===== src/rtl/accel_pkg.sv =====
// Shared constants for the accelerometer reader: SPI command bytes, sensor
// register addresses, the measurement-mode value, FSM/shifter state encodings
// and the per-transaction MOSI byte tables.
package accel_pkg;

  // Sensor SPI commands
  localparam logic [7:0] CMD_WRITE = 8'h0A;
  localparam logic [7:0] CMD_READ  = 8'h0B;

  // Sensor register addresses
  localparam logic [7:0] REG_POWER_CTL = 8'h2D;
  localparam logic [7:0] REG_XDATA     = 8'h08;

  // POWER_CTL value that turns measurement mode on
  localparam logic [7:0] POWER_CTL_MEASURE = 8'h02;

  // Transaction lengths in bytes
  localparam logic [2:0] INIT_NBYTES = 3'd3;
  localparam logic [2:0] READ_NBYTES = 3'd4;

  // Byte positions of the acceleration data inside a read transaction
  localparam logic [1:0] RD_IDX_X = 2'd2;
  localparam logic [1:0] RD_IDX_Y = 2'd3;

  // Reader FSM states
  typedef enum logic [2:0] {
    INIT      = 3'd0,
    INIT_XFER = 3'd1,
    WAIT      = 3'd2,
    READ_XFER = 3'd3,
    UPDATE    = 3'd4
  } state_t;

  // Shift-engine bit phases
  typedef enum logic [2:0] {
    PH_IDLE  = 3'd0,
    PH_SETUP = 3'd1,
    PH_LOW   = 3'd2,
    PH_HIGH  = 3'd3,
    PH_TAIL  = 3'd4
  } phase_t;

  // MOSI bytes of the measurement-mode write
  function automatic logic [7:0] init_byte(input logic [1:0] idx);
    case (idx)
      2'd0:    init_byte = CMD_WRITE;
      2'd1:    init_byte = REG_POWER_CTL;
      2'd2:    init_byte = POWER_CTL_MEASURE;
      default: init_byte = 8'h00;
    endcase
  endfunction

  // MOSI bytes of the X/Y data read (trailing bytes are dummies)
  function automatic logic [7:0] read_byte(input logic [1:0] idx);
    case (idx)
      2'd0:    read_byte = CMD_READ;
      2'd1:    read_byte = REG_XDATA;
      default: read_byte = 8'h00;
    endcase
  endfunction

endpackage


===== src/rtl/accel_reader_spi.sv =====
// spi_shift_engine: byte-level SPI master, mode 0, MSB first.
// A transaction drops cs_n, waits CLK_DIV cycles, then shifts nbytes bytes
// (each bit = CLK_DIV cycles SCLK low + CLK_DIV cycles SCLK high), holds SCLK
// low for CLK_DIV more cycles and raises cs_n together with a done pulse.
// The next byte to send is requested through tx_idx and taken from tx_byte.
module spi_shift_engine
  import accel_pkg::*;
#(
  parameter int CLK_DIV = 4
) (
  input  logic       clk,
  input  logic       arst_n,
  input  logic       start,
  input  logic [2:0] nbytes,
  input  logic [7:0] tx_byte,
  output logic [1:0] tx_idx,
  output logic [7:0] rx_byte,
  output logic       rx_vld,
  output logic [1:0] rx_idx,
  output logic       done,
  input  logic       miso,
  output logic       sclk,
  output logic       mosi,
  output logic       cs_n
);

  localparam logic [7:0] DIV_LAST = 8'(CLK_DIV - 1);

  phase_t     phase;
  logic [7:0] div_cnt;
  logic [2:0] bit_idx;
  logic [1:0] byte_idx;
  logic [2:0] nbytes_r;
  logic [7:0] tx_sh;
  logic [7:0] rx_sh;

  logic tick;
  logic bit_end;
  logic byte_end;
  logic last_byte;
  logic load_tx;
  logic shift_tx;
  logic sample_rx;

  // Phase timing and shift-register control strobes
  always_comb begin
    tick      = (div_cnt == DIV_LAST);
    bit_end   = (phase == PH_HIGH) && tick;
    byte_end  = bit_end && (bit_idx == 3'd7);
    last_byte = ({1'b0, byte_idx} == (nbytes_r - 3'd1));
    load_tx   = ((phase == PH_SETUP) && tick) || (byte_end && !last_byte);
    shift_tx  = bit_end && (bit_idx != 3'd7);
    sample_rx = (phase == PH_LOW) && tick;
    // While a bit is high the engine is about to start the following byte
    tx_idx    = (phase == PH_HIGH) ? byte_idx + 2'd1 : byte_idx;
    rx_byte   = rx_sh;
  end

  // Transaction sequencing, SCLK/MOSI/CS generation and status pulses
  always_ff @(posedge clk or negedge arst_n) begin
    if (!arst_n) begin
      phase    <= PH_IDLE;
      div_cnt  <= 8'd0;
      bit_idx  <= 3'd0;
      byte_idx <= 2'd0;
      nbytes_r <= 3'd0;
      sclk     <= 1'b0;
      mosi     <= 1'b0;
      cs_n     <= 1'b1;
      rx_vld   <= 1'b0;
      rx_idx   <= 2'd0;
      done     <= 1'b0;
    end else begin
      rx_vld <= 1'b0;
      done   <= 1'b0;

      // MOSI only moves on entry to an SCLK-low phase
      if (load_tx) begin
        mosi <= tx_byte[7];
      end else if (shift_tx) begin
        mosi <= tx_sh[7];
      end else if (byte_end && last_byte) begin
        mosi <= 1'b0;
      end

      case (phase)
        PH_IDLE: begin
          if (start) begin
            cs_n     <= 1'b0;
            phase    <= PH_SETUP;
            div_cnt  <= 8'd0;
            bit_idx  <= 3'd0;
            byte_idx <= 2'd0;
            nbytes_r <= nbytes;
          end
        end
        PH_SETUP: begin
          if (tick) begin
            div_cnt <= 8'd0;
            phase   <= PH_LOW;
          end else begin
            div_cnt <= div_cnt + 8'd1;
          end
        end
        PH_LOW: begin
          if (tick) begin
            div_cnt <= 8'd0;
            sclk    <= 1'b1;
            phase   <= PH_HIGH;
          end else begin
            div_cnt <= div_cnt + 8'd1;
          end
        end
        PH_HIGH: begin
          if (tick) begin
            div_cnt <= 8'd0;
            sclk    <= 1'b0;
            if (bit_idx == 3'd7) begin
              bit_idx <= 3'd0;
              rx_vld  <= 1'b1;
              rx_idx  <= byte_idx;
              if (last_byte) begin
                phase <= PH_TAIL;
              end else begin
                byte_idx <= byte_idx + 2'd1;
                phase    <= PH_LOW;
              end
            end else begin
              bit_idx <= bit_idx + 3'd1;
              phase   <= PH_LOW;
            end
          end else begin
            div_cnt <= div_cnt + 8'd1;
          end
        end
        PH_TAIL: begin
          if (tick) begin
            div_cnt <= 8'd0;
            cs_n    <= 1'b1;
            done    <= 1'b1;
            phase   <= PH_IDLE;
          end else begin
            div_cnt <= div_cnt + 8'd1;
          end
        end
        default: begin
          phase <= PH_IDLE;
        end
      endcase
    end
  end

  // Data shift registers: TX shifts out MSB first, RX samples MISO as SCLK rises
  always_ff @(posedge clk) begin
    if (load_tx) begin
      tx_sh <= {tx_byte[6:0], 1'b0};
    end else if (shift_tx) begin
      tx_sh <= {tx_sh[6:0], 1'b0};
    end
    if (sample_rx) begin
      rx_sh <= {rx_sh[6:0], miso};
    end
  end

endmodule


===== src/rtl/accel_reader.sv =====
// accel_reader: puts the SPI accelerometer into measurement mode after reset,
// then polls the X/Y data registers every POLL_PERIOD clocks and presents the
// signed samples to the ball physics stage with a one-cycle o_valid strobe.
// Optional feature macro: ACCEL_FILTER_EN -- when defined, each new output is
// the average of the previous output and the new sample (arithmetic shift,
// rounding toward minus infinity); otherwise raw samples are output.
module accel_reader
  import accel_pkg::*;
#(
  parameter int CLK_DIV     = 4,
  parameter int POLL_PERIOD = 1048576
) (
  input  logic              clk,
  input  logic              arst_n,
  input  logic              i_spi_miso,
  output logic              o_spi_sclk,
  output logic              o_spi_mosi,
  output logic              o_spi_cs_n,
  output logic signed [7:0] o_accel_x,
  output logic signed [7:0] o_accel_y,
  output logic              o_valid
);

  localparam int              TMR_W    = $clog2(POLL_PERIOD);
  localparam logic [TMR_W-1:0] TMR_LAST = TMR_W'(POLL_PERIOD - 1);

`ifdef ACCEL_FILTER_EN
  // Two-tap average in 9-bit signed arithmetic, floor rounding
  function automatic logic signed [7:0] filt_avg(input logic signed [7:0] prev,
                                                 input logic signed [7:0] samp);
    logic signed [8:0] sum;
    sum      = $signed({prev[7], prev}) + $signed({samp[7], samp});
    sum      = sum >>> 1;
    filt_avg = sum[7:0];
  endfunction
`endif

  state_t            state;
  state_t            state_nxt;
  logic [TMR_W-1:0]  poll_tmr;
  logic              poll_hit;
  logic              eng_start;
  logic [2:0]        eng_nbytes;
  logic [7:0]        eng_tx_byte;
  logic [1:0]        eng_tx_idx;
  logic [7:0]        eng_rx_byte;
  logic              eng_rx_vld;
  logic [1:0]        eng_rx_idx;
  logic              eng_done;
  logic              read_txn;
  logic              upd;
  logic signed [7:0] shadow_x;
  logic signed [7:0] shadow_y;
  logic signed [7:0] next_x;
  logic signed [7:0] next_y;

  spi_shift_engine #(
    .CLK_DIV (CLK_DIV)
  ) u_spi (
    .clk     (clk),
    .arst_n  (arst_n),
    .start   (eng_start),
    .nbytes  (eng_nbytes),
    .tx_byte (eng_tx_byte),
    .tx_idx  (eng_tx_idx),
    .rx_byte (eng_rx_byte),
    .rx_vld  (eng_rx_vld),
    .rx_idx  (eng_rx_idx),
    .done    (eng_done),
    .miso    (i_spi_miso),
    .sclk    (o_spi_sclk),
    .mosi    (o_spi_mosi),
    .cs_n    (o_spi_cs_n)
  );

  // Next-state logic and transaction launch
  always_comb begin
    state_nxt  = state;
    eng_start  = 1'b0;
    eng_nbytes = INIT_NBYTES;
    case (state)
      INIT: begin
        eng_start  = 1'b1;
        eng_nbytes = INIT_NBYTES;
        state_nxt  = INIT_XFER;
      end
      INIT_XFER: begin
        if (eng_done) state_nxt = WAIT;
      end
      WAIT: begin
        if (poll_hit) begin
          eng_start  = 1'b1;
          eng_nbytes = READ_NBYTES;
          state_nxt  = READ_XFER;
        end
      end
      READ_XFER: begin
        if (eng_done) state_nxt = UPDATE;
      end
      UPDATE: begin
        state_nxt = WAIT;
      end
      default: begin
        state_nxt = INIT;
      end
    endcase
  end

  // MOSI byte source, output update strobe and the next output values
  always_comb begin
    poll_hit    = (poll_tmr == TMR_LAST);
    read_txn    = (state == WAIT) || (state == READ_XFER);
    eng_tx_byte = read_txn ? read_byte(eng_tx_idx) : init_byte(eng_tx_idx);
    upd         = (state == READ_XFER) && eng_done;
`ifdef ACCEL_FILTER_EN
    next_x      = filt_avg(o_accel_x, shadow_x);
    next_y      = filt_avg(o_accel_y, shadow_y);
`else
    next_x      = shadow_x;
    next_y      = shadow_y;
`endif
  end

  // FSM state register
  always_ff @(posedge clk or negedge arst_n) begin
    if (!arst_n) begin
      state <= INIT;
    end else begin
      state <= state_nxt;
    end
  end

  // Poll timer: cleared after the init write and at every read cs_n fall
  always_ff @(posedge clk or negedge arst_n) begin
    if (!arst_n) begin
      poll_tmr <= '0;
    end else if (((state == INIT_XFER) && eng_done) || ((state == WAIT) && poll_hit)) begin
      poll_tmr <= '0;
    end else if (!poll_hit) begin
      poll_tmr <= poll_tmr + 1'b1;
    end
  end

  // Shadow capture of the X and Y data bytes of a read
  always_ff @(posedge clk) begin
    if ((state == READ_XFER) && eng_rx_vld) begin
      if (eng_rx_idx == RD_IDX_X) shadow_x <= eng_rx_byte;
      if (eng_rx_idx == RD_IDX_Y) shadow_y <= eng_rx_byte;
    end
  end

  // Outputs load together on entry to UPDATE; o_valid is high during UPDATE
  always_ff @(posedge clk or negedge arst_n) begin
    if (!arst_n) begin
      o_accel_x <= '0;
      o_accel_y <= '0;
      o_valid   <= 1'b0;
    end else begin
      o_valid <= upd;
      if (upd) begin
        o_accel_x <= next_x;
        o_accel_y <= next_y;
      end
    end
  end

endmodule


===== config.mk =====
export PLATFORM = sky130hd
export DESIGN_NAME = accel_reader
export DESIGN_NICKNAME = d
export VERILOG_FILES = /design/src/rtl/accel_pkg.sv /design/src/rtl/accel_reader_spi.sv /design/src/rtl/accel_reader.sv
export SDC_FILE = /design/constraint.sdc
export NUM_CORES = 1
export LEC_CHECK = 0
export CORE_MARGIN = 3
export CORE_UTILIZATION = 39
export DETAILED_ROUTE_END_ITERATION = 8
export PLACE_DENSITY = 0.64
export SLEW_MARGIN = 10
export SYNTH_ARGS = -nofsm -noshare
export SYNTH_HDL_FRONTEND = slang
export SYNTH_SLANG_ARGS = --single-unit

===== constraint.sdc =====
create_clock -name clk -period 3.6 [get_ports clk]
set_input_delay 0.72 -clock clk [delete_from_list [all_inputs] [get_ports clk]]
set_output_delay 0.72 -clock clk [all_outputs]
set_load 0.005 [all_outputs]

==> results of run 1 <==
## synth_stat cells, drive strengths merged, types with 2 or more instances
cell type / instances / area (µm²)
nand3b: 2 / 15.01
a41oi: 2 / 17.52
a311oi: 3 / 32.53
mux2i: 3 / 30.03
and3: 7 / 43.79
o32ai: 2 / 17.52
nor3: 12 / 60.06
and2b: 2 / 15.01
o21a: 2 / 15.01
inv: 14 / 52.55
nor2: 32 / 120.1
buf: 2 / 8.750
nor4: 6 / 52.55
nand2b: 4 / 25.02
nand4: 5 / 31.28
nand2: 30 / 112.6
edfxtp: 31 / 930.9
xnor2: 14 / 122.6
ha: 5 / 62.56
o21ai: 17 / 85.08
or2: 4 / 27.53
nand3: 10 / 50.05
dfrtp: 64 / 1602
a211oi: 4 / 42.54
clkbuf: 8 / 30.03
or3: 3 / 18.77
mux2: 20 / 229.0
nor2b: 4 / 25.02
a21boi: 2 / 15.01
a21oi: 16 / 80.08
a31oi: 12 / 75.07
## cell type report
cell class	count	area (µm²)	share of cell area
Tap cell	136	170.2	0.03558
Multi-Input combinational cell	236	1539	0.3218
Clock buffer	9	123.9	0.02590
Inverter	14	52.55	0.01099
Timing Repair Buffer	27	252.7	0.05285
Clock inverter	7	85.08	0.01779
Sequential cell	96	2559	0.5351
## routing by layer
layer,GRT usage,part of all wire,vias up
met1,0.1796,0.49,1326
met2,0.2066,0.47,38
met4,0.04541,0.0087,0
met3,0.03347,0.034,5
li1,-,-,1344
met5,0,0,-
## where the power goes
part,leakage (µW),switching [µW],internal (µW)
Clock,0.000106,398,335
Combinational,0.000739,14.1,2.00
Sequential,0.00113,0.430,1120
Total,0.00197,412,1460
## cell families (layout without fill, tap and decap cells)
kind of cell / Yosys count / after routing / share of synthesized area
and+or+nand+nor: 126 / 126 / 0.1535
DFF: 96 / 96 / 0.6119
AOI/OAI and AO/OA: 67 / 67 / 0.1044
buffers and inverters: 24 / 57 / 0.02184
muxes: 23 / 23 / 0.06194
xor gates and xnor gates: 15 / 15 / 0.03142
adders and majority gates: 5 / 5 / 0.01496
## per-stage QoR
stage | util | total power, µW | worst slack (ns) | std cells
3_3_place_gp | 0.4410 | 1162 | 1.136 | 509
2_1_floorplan | - | 1144 | 1.131 | 356
3_5_place_dp | 0.4410 | 1162 | 1.057 | 509
5_1_grt | 0.4611 | 1945 | 0.8261 | 525
6_report | 0.4611 | 1870 | 1.062 | 525
4_1_cts | 0.4611 | 1891 | 1.055 | 525
## cells in the final DEF (no fill, tap or decap), types with 7 or more instances in the layout
cell type / n
xnor2_1: 14
a21oi_1: 16
dfrtp_1: 64
clkbuf_8: 9
nor2_1: 32
a31oi_1: 12
o21ai_0: 17
nor3_1: 12
inv_1: 14
mux2_2: 19
clkdlybuf4s50_1: 21
nand3_1: 10
and3_1: 7
nand2_1: 30
edfxtp_1: 31
## state kept, by name, summed over array words and instances, names as in the netlist, 2 cells and up
name            cells
next_x              8
next_y              8
o_accel_x           8
o_accel_y           8
poll_tmr           20
state               3
u_spi.bit_idx       3
u_spi.byte_idx      2
u_spi.div_cnt       8
u_spi.nbytes_r      2
u_spi.phase         3
u_spi.rx_byte       8
u_spi.rx_idx        2
u_spi.tx_sh         7
## critical path: cells and delay by family (launching register included)
family          cells  cell delay (ns)
simple gates        2             0.77
flops               1             0.38
compound gates      2             0.82
fa+ha+maj           1             0.21
## worst paths after layout
path | from | endpoint | slack, ns | depth (start not counted)
worst min-delay path | arst_n | o_accel_x[6] | 0.31 | 1
max in group asynchronous | arst_n | u_spi.cs_n | 2.32 | 2
min in group clk | next_x[2] | o_accel_x[2] | 0.47 | 1
worst min register to register | next_x[2] | o_accel_x[2] | 0.47 | 1
worst max-delay path | u_spi.div_cnt[0] | u_spi.tx_sh[1] | 1.06 | 5
worst max register to register | u_spi.div_cnt[0] | u_spi.tx_sh[1] | 1.06 | 5
==> impl_results.html, run 1 <==
<table>
<tr><th>Metric</th><th>Value</th></tr>
<tr><th colspan="2">Layout</th></tr>
<tr><td>Number of antenna cells inserted</td><td>0</td></tr>
<tr><td>Total number of nets in the final design</td><td>392</td></tr>
<tr><td>Share of post-route cells with drive strength above 1</td><td>0.1414</td></tr>
<tr><td>Final design instance area without fill</td><td>0.004782 mm²</td></tr>
<tr><td>Growth of design area from synthesis to finish</td><td>14.36%</td></tr>
<tr><td>Number of filler instances in the final layout</td><td>963</td></tr>
<tr><th colspan="2">GRT</th></tr>
<tr><td>Total congestion overflow after global routing</td><td>0</td></tr>
<tr><td>Vias in the first global route</td><td>2637</td></tr>
<tr><td>Pin count of the biggest net entering global routing</td><td>44</td></tr>
<tr><td>First-pass GRT wire length</td><td>12570 µm</td></tr>
<tr><td>Initial antenna violation count</td><td>0</td></tr>
<tr><td>Total GRT Usage</td><td>0.1321</td></tr>
<tr><th colspan="2">Clock tree</th></tr>
<tr><td>Clock tree from TritonCTS</td><td>done</td></tr>
<tr><td>Clock-pin slew on the worst setup and hold paths</td><td>0.11 ns</td></tr>
<tr><td>Master cell of the clock root buffer</td><td>clkbuf_8</td></tr>
<tr><td>Postcts setup bufs</td><td>0</td></tr>
<tr><td>Number of buffers inserted during clock tree synthesis</td><td>9</td></tr>
<tr><td>Maximum number of buffers from clock root to sink</td><td>2</td></tr>
<tr><td>Hold-fix buffers, CTS</td><td>0</td></tr>
<tr><td>Clock Sink Count</td><td>96</td></tr>
<tr><td>CTS resizes</td><td>0</td></tr>
<tr><td>CTS H-tree depth</td><td>3</td></tr>
<tr><td>Clk Latency, worst-skew pair</td><td>0.36 ns</td></tr>
<tr><th colspan="2">Placed design</th></tr>
<tr><td>HPWL Detailed</td><td>5000 µm</td></tr>
<tr><td>Last weighted congestion value of the routability-driven placer</td><td>0.7831</td></tr>
<tr><td>Buffers on Ports</td><td>22</td></tr>
<tr><td>Placement-stage cell area</td><td>0.004573 mm²</td></tr>
<tr><th colspan="2">Drt</th></tr>
<tr><td>DRC violation total after the first TritonRoute iteration</td><td>199</td></tr>
<tr><td>Final ANT Viol Nets</td><td>0</td></tr>
<tr><td>Number of vias per cell</td><td>5.168</td></tr>
<tr><td>Total DRC errors in the routed layout</td><td>0</td></tr>
<tr><td>DR WL/cell</td><td>13.76 µm</td></tr>
<tr><td>Final Routed Wirelength</td><td>7223 µm</td></tr>
<tr><td>Vias</td><td>2713</td></tr>
<tr><td>Drt first pass iters</td><td>4</td></tr>
<tr><th colspan="2">Synth</th></tr>
<tr><td>Synthesis Warnings</td><td>0</td></tr>
<tr><td>Fraction of synthesis flops using an asynchronous set or reset pin</td><td>0.6771</td></tr>
<tr><td>EDFF count, synth</td><td>31</td></tr>
<tr><td>Synthesized net count</td><td>364</td></tr>
<tr><td>Most used DFF post-synth</td><td>dfrtp_1</td></tr>
<tr><td>Flip-flop and latch count after synthesis</td><td>96</td></tr>
<tr><td>Synthesized area</td><td>0.004182 mm²</td></tr>
<tr><td>Seq/Total Area, Yosys</td><td>0.6119</td></tr>
<tr><td>Synthesized area per cell</td><td>11.75 µm²</td></tr>
<tr><td>Cell count after synthesis</td><td>356</td></tr>
<tr><td>Count of different cell masters after synthesis</td><td>51</td></tr>
<tr><th colspan="2">Timing</th></tr>
<tr><td>Minimum hold slack</td><td>0.3137 ns</td></tr>
<tr><td>Final hold violations</td><td>0</td></tr>
<tr><td>Minimum period implied by the final worst setup slack</td><td>2.538 ns</td></tr>
<tr><td>Setup repair after global routing missed its margin</td><td>false</td></tr>
<tr><td>Max-slew headroom</td><td>0.4995</td></tr>
<tr><td>Setup tns final</td><td>0 ns</td></tr>
<tr><td>Final setup violation count</td><td>0</td></tr>
<tr><td>Worst slew pin tran</td><td>0.7480 ns</td></tr>
<tr><td>Max Fclk</td><td>394.0 MHz</td></tr>
<tr><td>Max-slew violation count</td><td>0</td></tr>
<tr><td>Part of the cycle the worst path needs</td><td>0.7050</td></tr>
<tr><td>Worst Clk Skew</td><td>0.01655 ns</td></tr>
<tr><th colspan="2">Worst setup path</th></tr>
<tr><td>Worst setup path category</td><td>reg -&gt; reg</td></tr>
<tr><td>Worst Path Required</td><td>3.60 ns</td></tr>
<tr><td>CP peak stage delay</td><td>0.50 ns</td></tr>
<tr><td>Startpoint type of the worst setup path</td><td>flip-flop</td></tr>
<tr><td>Cell breakdown of the critical path</td><td>ha_1, or3b_2, or2_4, a211oi_4, o21bai_1</td></tr>
<tr><td>Critical path fanouts, max</td><td>9</td></tr>
<tr><td>Critical Path AT</td><td>2.54 ns</td></tr>
<tr><td>Slowest-stage cell, CP</td><td>or3b_2</td></tr>
<tr><td>Type of element capturing the critical path</td><td>flip-flop</td></tr>
<tr><th colspan="2">Power and ir drop</th></tr>
<tr><td>Static leakage</td><td>0.001973 µW</td></tr>
<tr><td>Total power divided by cell area</td><td>391.0 mW/mm²</td></tr>
<tr><td>Peak supply drop</td><td>216.2 µV</td></tr>
<tr><th colspan="2">Die</th></tr>
<tr><td>Horiz. Die Dim</td><td>109.5 µm</td></tr>
<tr><td>Total number of placement rows</td><td>37</td></tr>
<tr><td>Initial Util</td><td>0.4032</td></tr>
<tr><td>Core outline area</td><td>0.01037 mm²</td></tr>
<tr><td>Area enclosed by the die boundary</td><td>0.01200 mm²</td></tr>
<tr><td>Number of I/O pins</td><td>23</td></tr>
<tr><td>Die span in y</td><td>109.5 µm</td></tr>
<tr><th colspan="2">Run status</th></tr>
<tr><td>Run status</td><td>finished, final reports clean</td></tr>
<tr><th colspan="2">Flow run</th></tr>
<tr><td>Max-cap violations</td><td>0</td></tr>
<tr><th colspan="2">Worst hold path</th></tr>
<tr><td>Type of the worst min-delay path</td><td>in -&gt; async</td></tr>
</table>
(Power assumes the default switching activity.)
==> run 2: changes to the inputs <==
- PLACE_DENSITY: 0.64 -> 0.66
- clock period: 3.6 -> 2.3 ns (I/O delays scaled with it)
==> run 2 against run 1 <==
- via count is 4.9% higher
- sequential power rose by 57%
- clock power up 69%
- die area unchanged
- final area grew 4.4%
- global-route usage increased by 0.77 points
- first-iteration DRC count decreased by 19%
- maximum frequency up 13%
- critical endpoint is now u_spi.tx_sh[5]
- sequential share of layout area is 2.2 points lower
- non-clock buffer count rose by 21
- critical path depth is the same
- wire length up 7.1%
==> impl_results.html, run 2 (synthesis results as in run 1) <==
<table>
<tr><th>Metric</th><th>Value</th></tr>
<tr><th colspan="2">Run status</th></tr>
<tr><td>Run status</td><td>finished, final reports clean</td></tr>
<tr><th colspan="2">Clock tree</th></tr>
<tr><td>Maximum number of buffers from clock root to sink</td><td>2</td></tr>
<tr><td>Clock tree from TritonCTS</td><td>done</td></tr>
<tr><td>Clock-pin slew on the worst setup and hold paths</td><td>0.09 ns</td></tr>
<tr><td>Clk Latency, worst-skew pair</td><td>0.36 ns</td></tr>
<tr><td>CTS H-tree depth</td><td>3</td></tr>
<tr><td>Number of buffers inserted during clock tree synthesis</td><td>9</td></tr>
<tr><td>Master cell of the clock root buffer</td><td>clkbuf_8</td></tr>
<tr><td>Hold-fix buffers, CTS</td><td>0</td></tr>
<tr><td>Clock Sink Count</td><td>96</td></tr>
<tr><th colspan="2">GRT</th></tr>
<tr><td>Initial antenna violation count</td><td>0</td></tr>
<tr><td>Vias in the first global route</td><td>2740</td></tr>
<tr><td>Total congestion overflow after global routing</td><td>0</td></tr>
<tr><td>Total GRT Usage</td><td>0.1398</td></tr>
<tr><td>Pin count of the biggest net entering global routing</td><td>27</td></tr>
<tr><td>First-pass GRT wire length</td><td>13050 µm</td></tr>
<tr><th colspan="2">Die</th></tr>
<tr><td>Total number of placement rows</td><td>37</td></tr>
<tr><td>Initial Util</td><td>0.4032</td></tr>
<tr><td>Die span in y</td><td>109.5 µm</td></tr>
<tr><td>Horiz. Die Dim</td><td>109.5 µm</td></tr>
<tr><td>Area enclosed by the die boundary</td><td>0.01200 mm²</td></tr>
<tr><td>Core outline area</td><td>0.01037 mm²</td></tr>
<tr><td>Number of I/O pins</td><td>23</td></tr>
<tr><th colspan="2">Layout</th></tr>
<tr><td>Flip-flop count of the largest register, all copies and words added</td><td>20</td></tr>
<tr><td>Register with the most flip-flops</td><td>poll_tmr</td></tr>
<tr><td>Core occupancy in the finished layout</td><td>0.4815</td></tr>
<tr><td>Total number of nets in the final design</td><td>413</td></tr>
<tr><td>Most frequent cells in the layout</td><td>dfrtp_1, nor2_1, edfxtp_1</td></tr>
<tr><td>Most frequent standard cell in the layout excluding fill and tap cells</td><td>dfrtp_1</td></tr>
<tr><td>Growth of design area from synthesis to finish</td><td>19.42%</td></tr>
<tr><td>Share of post-route cells with drive strength above 1</td><td>0.1951</td></tr>
<tr><td>Number of antenna cells inserted</td><td>0</td></tr>
<tr><th colspan="2">Timing</th></tr>
<tr><td>Max Fclk</td><td>445.5 MHz</td></tr>
<tr><td>Max-slew headroom</td><td>0.6065</td></tr>
<tr><td>Minimum hold slack</td><td>0.08375 ns</td></tr>
<tr><td>Worst Clk Skew</td><td>0.007046 ns</td></tr>
<tr><td>Worst slew pin tran</td><td>0.5903 ns</td></tr>
<tr><td>Fin worst setup slack</td><td>0.05557 ns</td></tr>
<tr><td>Setup tns final</td><td>0 ns</td></tr>
<tr><td>Part of the cycle the worst path needs</td><td>0.9758</td></tr>
<tr><td>Final hold violations</td><td>0</td></tr>
<tr><td>Final setup violation count</td><td>0</td></tr>
<tr><td>Max-slew violation count</td><td>0</td></tr>
<tr><td>Minimum period implied by the final worst setup slack</td><td>2.244 ns</td></tr>
<tr><th colspan="2">Worst setup path</th></tr>
<tr><td>Critical Path AT</td><td>2.37 ns</td></tr>
<tr><td>Type of element capturing the critical path</td><td>flip-flop</td></tr>
<tr><td>Startpoint type of the worst setup path</td><td>flip-flop</td></tr>
<tr><td>Minimum setup slack among reg-to-reg paths</td><td>0.06 ns</td></tr>
<tr><td>Worst Path Required</td><td>2.42 ns</td></tr>
<tr><td>Critical path fanouts, max</td><td>6</td></tr>
<tr><td>Worst setup path category</td><td>reg -&gt; reg</td></tr>
<tr><th colspan="2">Placed design</th></tr>
<tr><td>HPWL Detailed</td><td>5396 µm</td></tr>
<tr><td>Last weighted congestion value of the routability-driven placer</td><td>0.8063</td></tr>
<tr><td>Pre-CTS setup slack</td><td>-0.0008700 ns</td></tr>
<tr><td>Buffers on Ports</td><td>22</td></tr>
<tr><th colspan="2">Power and ir drop</th></tr>
<tr><td>Clk pwr share</td><td>0.409</td></tr>
<tr><td>Share of total power in sequential cells</td><td>0.582</td></tr>
<tr><td>Total power divided by cell area</td><td>604.4 mW/mm²</td></tr>
<tr><td>Combinational share of power</td><td>0.009</td></tr>
<tr><td>Static leakage</td><td>0.002094 µW</td></tr>
<tr><td>Peak supply drop</td><td>235.8 µV</td></tr>
<tr><td>Sw power</td><td>631.3 µW</td></tr>
<tr><td>Switching power as a share of total power</td><td>0.2092</td></tr>
<tr><td>Pint</td><td>2387 µW</td></tr>
<tr><td>Total power</td><td>3018 µW</td></tr>
<tr><th colspan="2">Flow run</th></tr>
<tr><td>Max-cap violations</td><td>0</td></tr>
<tr><th colspan="2">Drt</th></tr>
<tr><td>DRC violation total after the first TritonRoute iteration</td><td>162</td></tr>
<tr><td>Final ANT Viol Nets</td><td>0</td></tr>
<tr><td>Final Routed Wirelength</td><td>7738 µm</td></tr>
<tr><td>DR WL/cell</td><td>14.17 µm</td></tr>
<tr><td>Drt first pass iters</td><td>4</td></tr>
<tr><td>Total DRC errors in the routed layout</td><td>0</td></tr>
<tr><td>Number of vias per cell</td><td>5.211</td></tr>
<tr><td>Vias</td><td>2845</td></tr>
<tr><th colspan="2">Worst hold path</th></tr>
<tr><td>Type of the worst min-delay path</td><td>in -&gt; async</td></tr>
</table>
-- run 2: cell count changes in the layout (fill, tap and decap cells not counted), sizes merged --
cell	delta
clkinv	-1
bufinv	+1
buf	+21
-- run 2: final timing paths --
kind,from,depth (start not counted),to
worst max-delay path,u_spi.div_cnt[5],5,u_spi.tx_sh[5]
worst min-delay path,arst_n,1,o_accel_y[7]
worst max register to register,u_spi.div_cnt[5],5,u_spi.tx_sh[5]
worst min register to register,u_spi.rx_byte[7],0,next_x[7]
max in group asynchronous,arst_n,2,u_spi.bit_idx[0]
min in group clk,u_spi.rx_byte[7],0,next_x[7]
-- run 2: cell type report --
cell class | instances | area (µm²)
tap | 136 | 170.2
clock buffer | 9 | 123.9
timing repair buffer | 48 | 414.1
clock inverter | 7 | 102.6
sequential | 96 | 2560
inverter | 14 | 52.55
fill | 944 | 5376
multi-input combinational | 236 | 1570
-- run 2: power by group through the flow --
stage | clock [µW] | combinational, µW | sequential, µW
4_1_cts | 1270 | 29.6 | 1760
6_report | 1240 | 26.8 | 1760
3_5_place_dp | 0 | 29.4 | 1790
2_1_floorplan | 0 | 0.000655 | 1790
3_3_place_gp | 0 | 28.5 | 1790
5_1_grt | 1340 | 32.5 | 1760
-- run 2: through the flow --
step	cell area (µm²)	std cells
2_1_floorplan	4190	356
3_3_place_gp	4702	525
3_5_place_dp	4702	525
4_1_cts	4928	541
5_1_grt	4994	546
6_report	4994	546
-- run 2: critical path, cell delays in order, from the launching register on --
cell and delay, ns:
dfrtp_2 0.44, or4_4 0.57, or2_4 0.29, a211oi_4 0.36, buf_6 0.17, and2b_1 0.17
-- run 2: per-layer routing --
layer	GRT usage	wire, µm	vias to the layer above
met3	0.02408	233	12
met1	0.1778	3578	1391
met2	0.2306	3766	44
li1	-	-	1398
met5	0	0	-
met4	0.06946	159	0
-- run 2: repair_timing --
action                                  CTS  global route
resized for setup                         0             6
endpoints found under the setup margin    8            11
setup buffers                             0             5
pin swaps                                 1             1
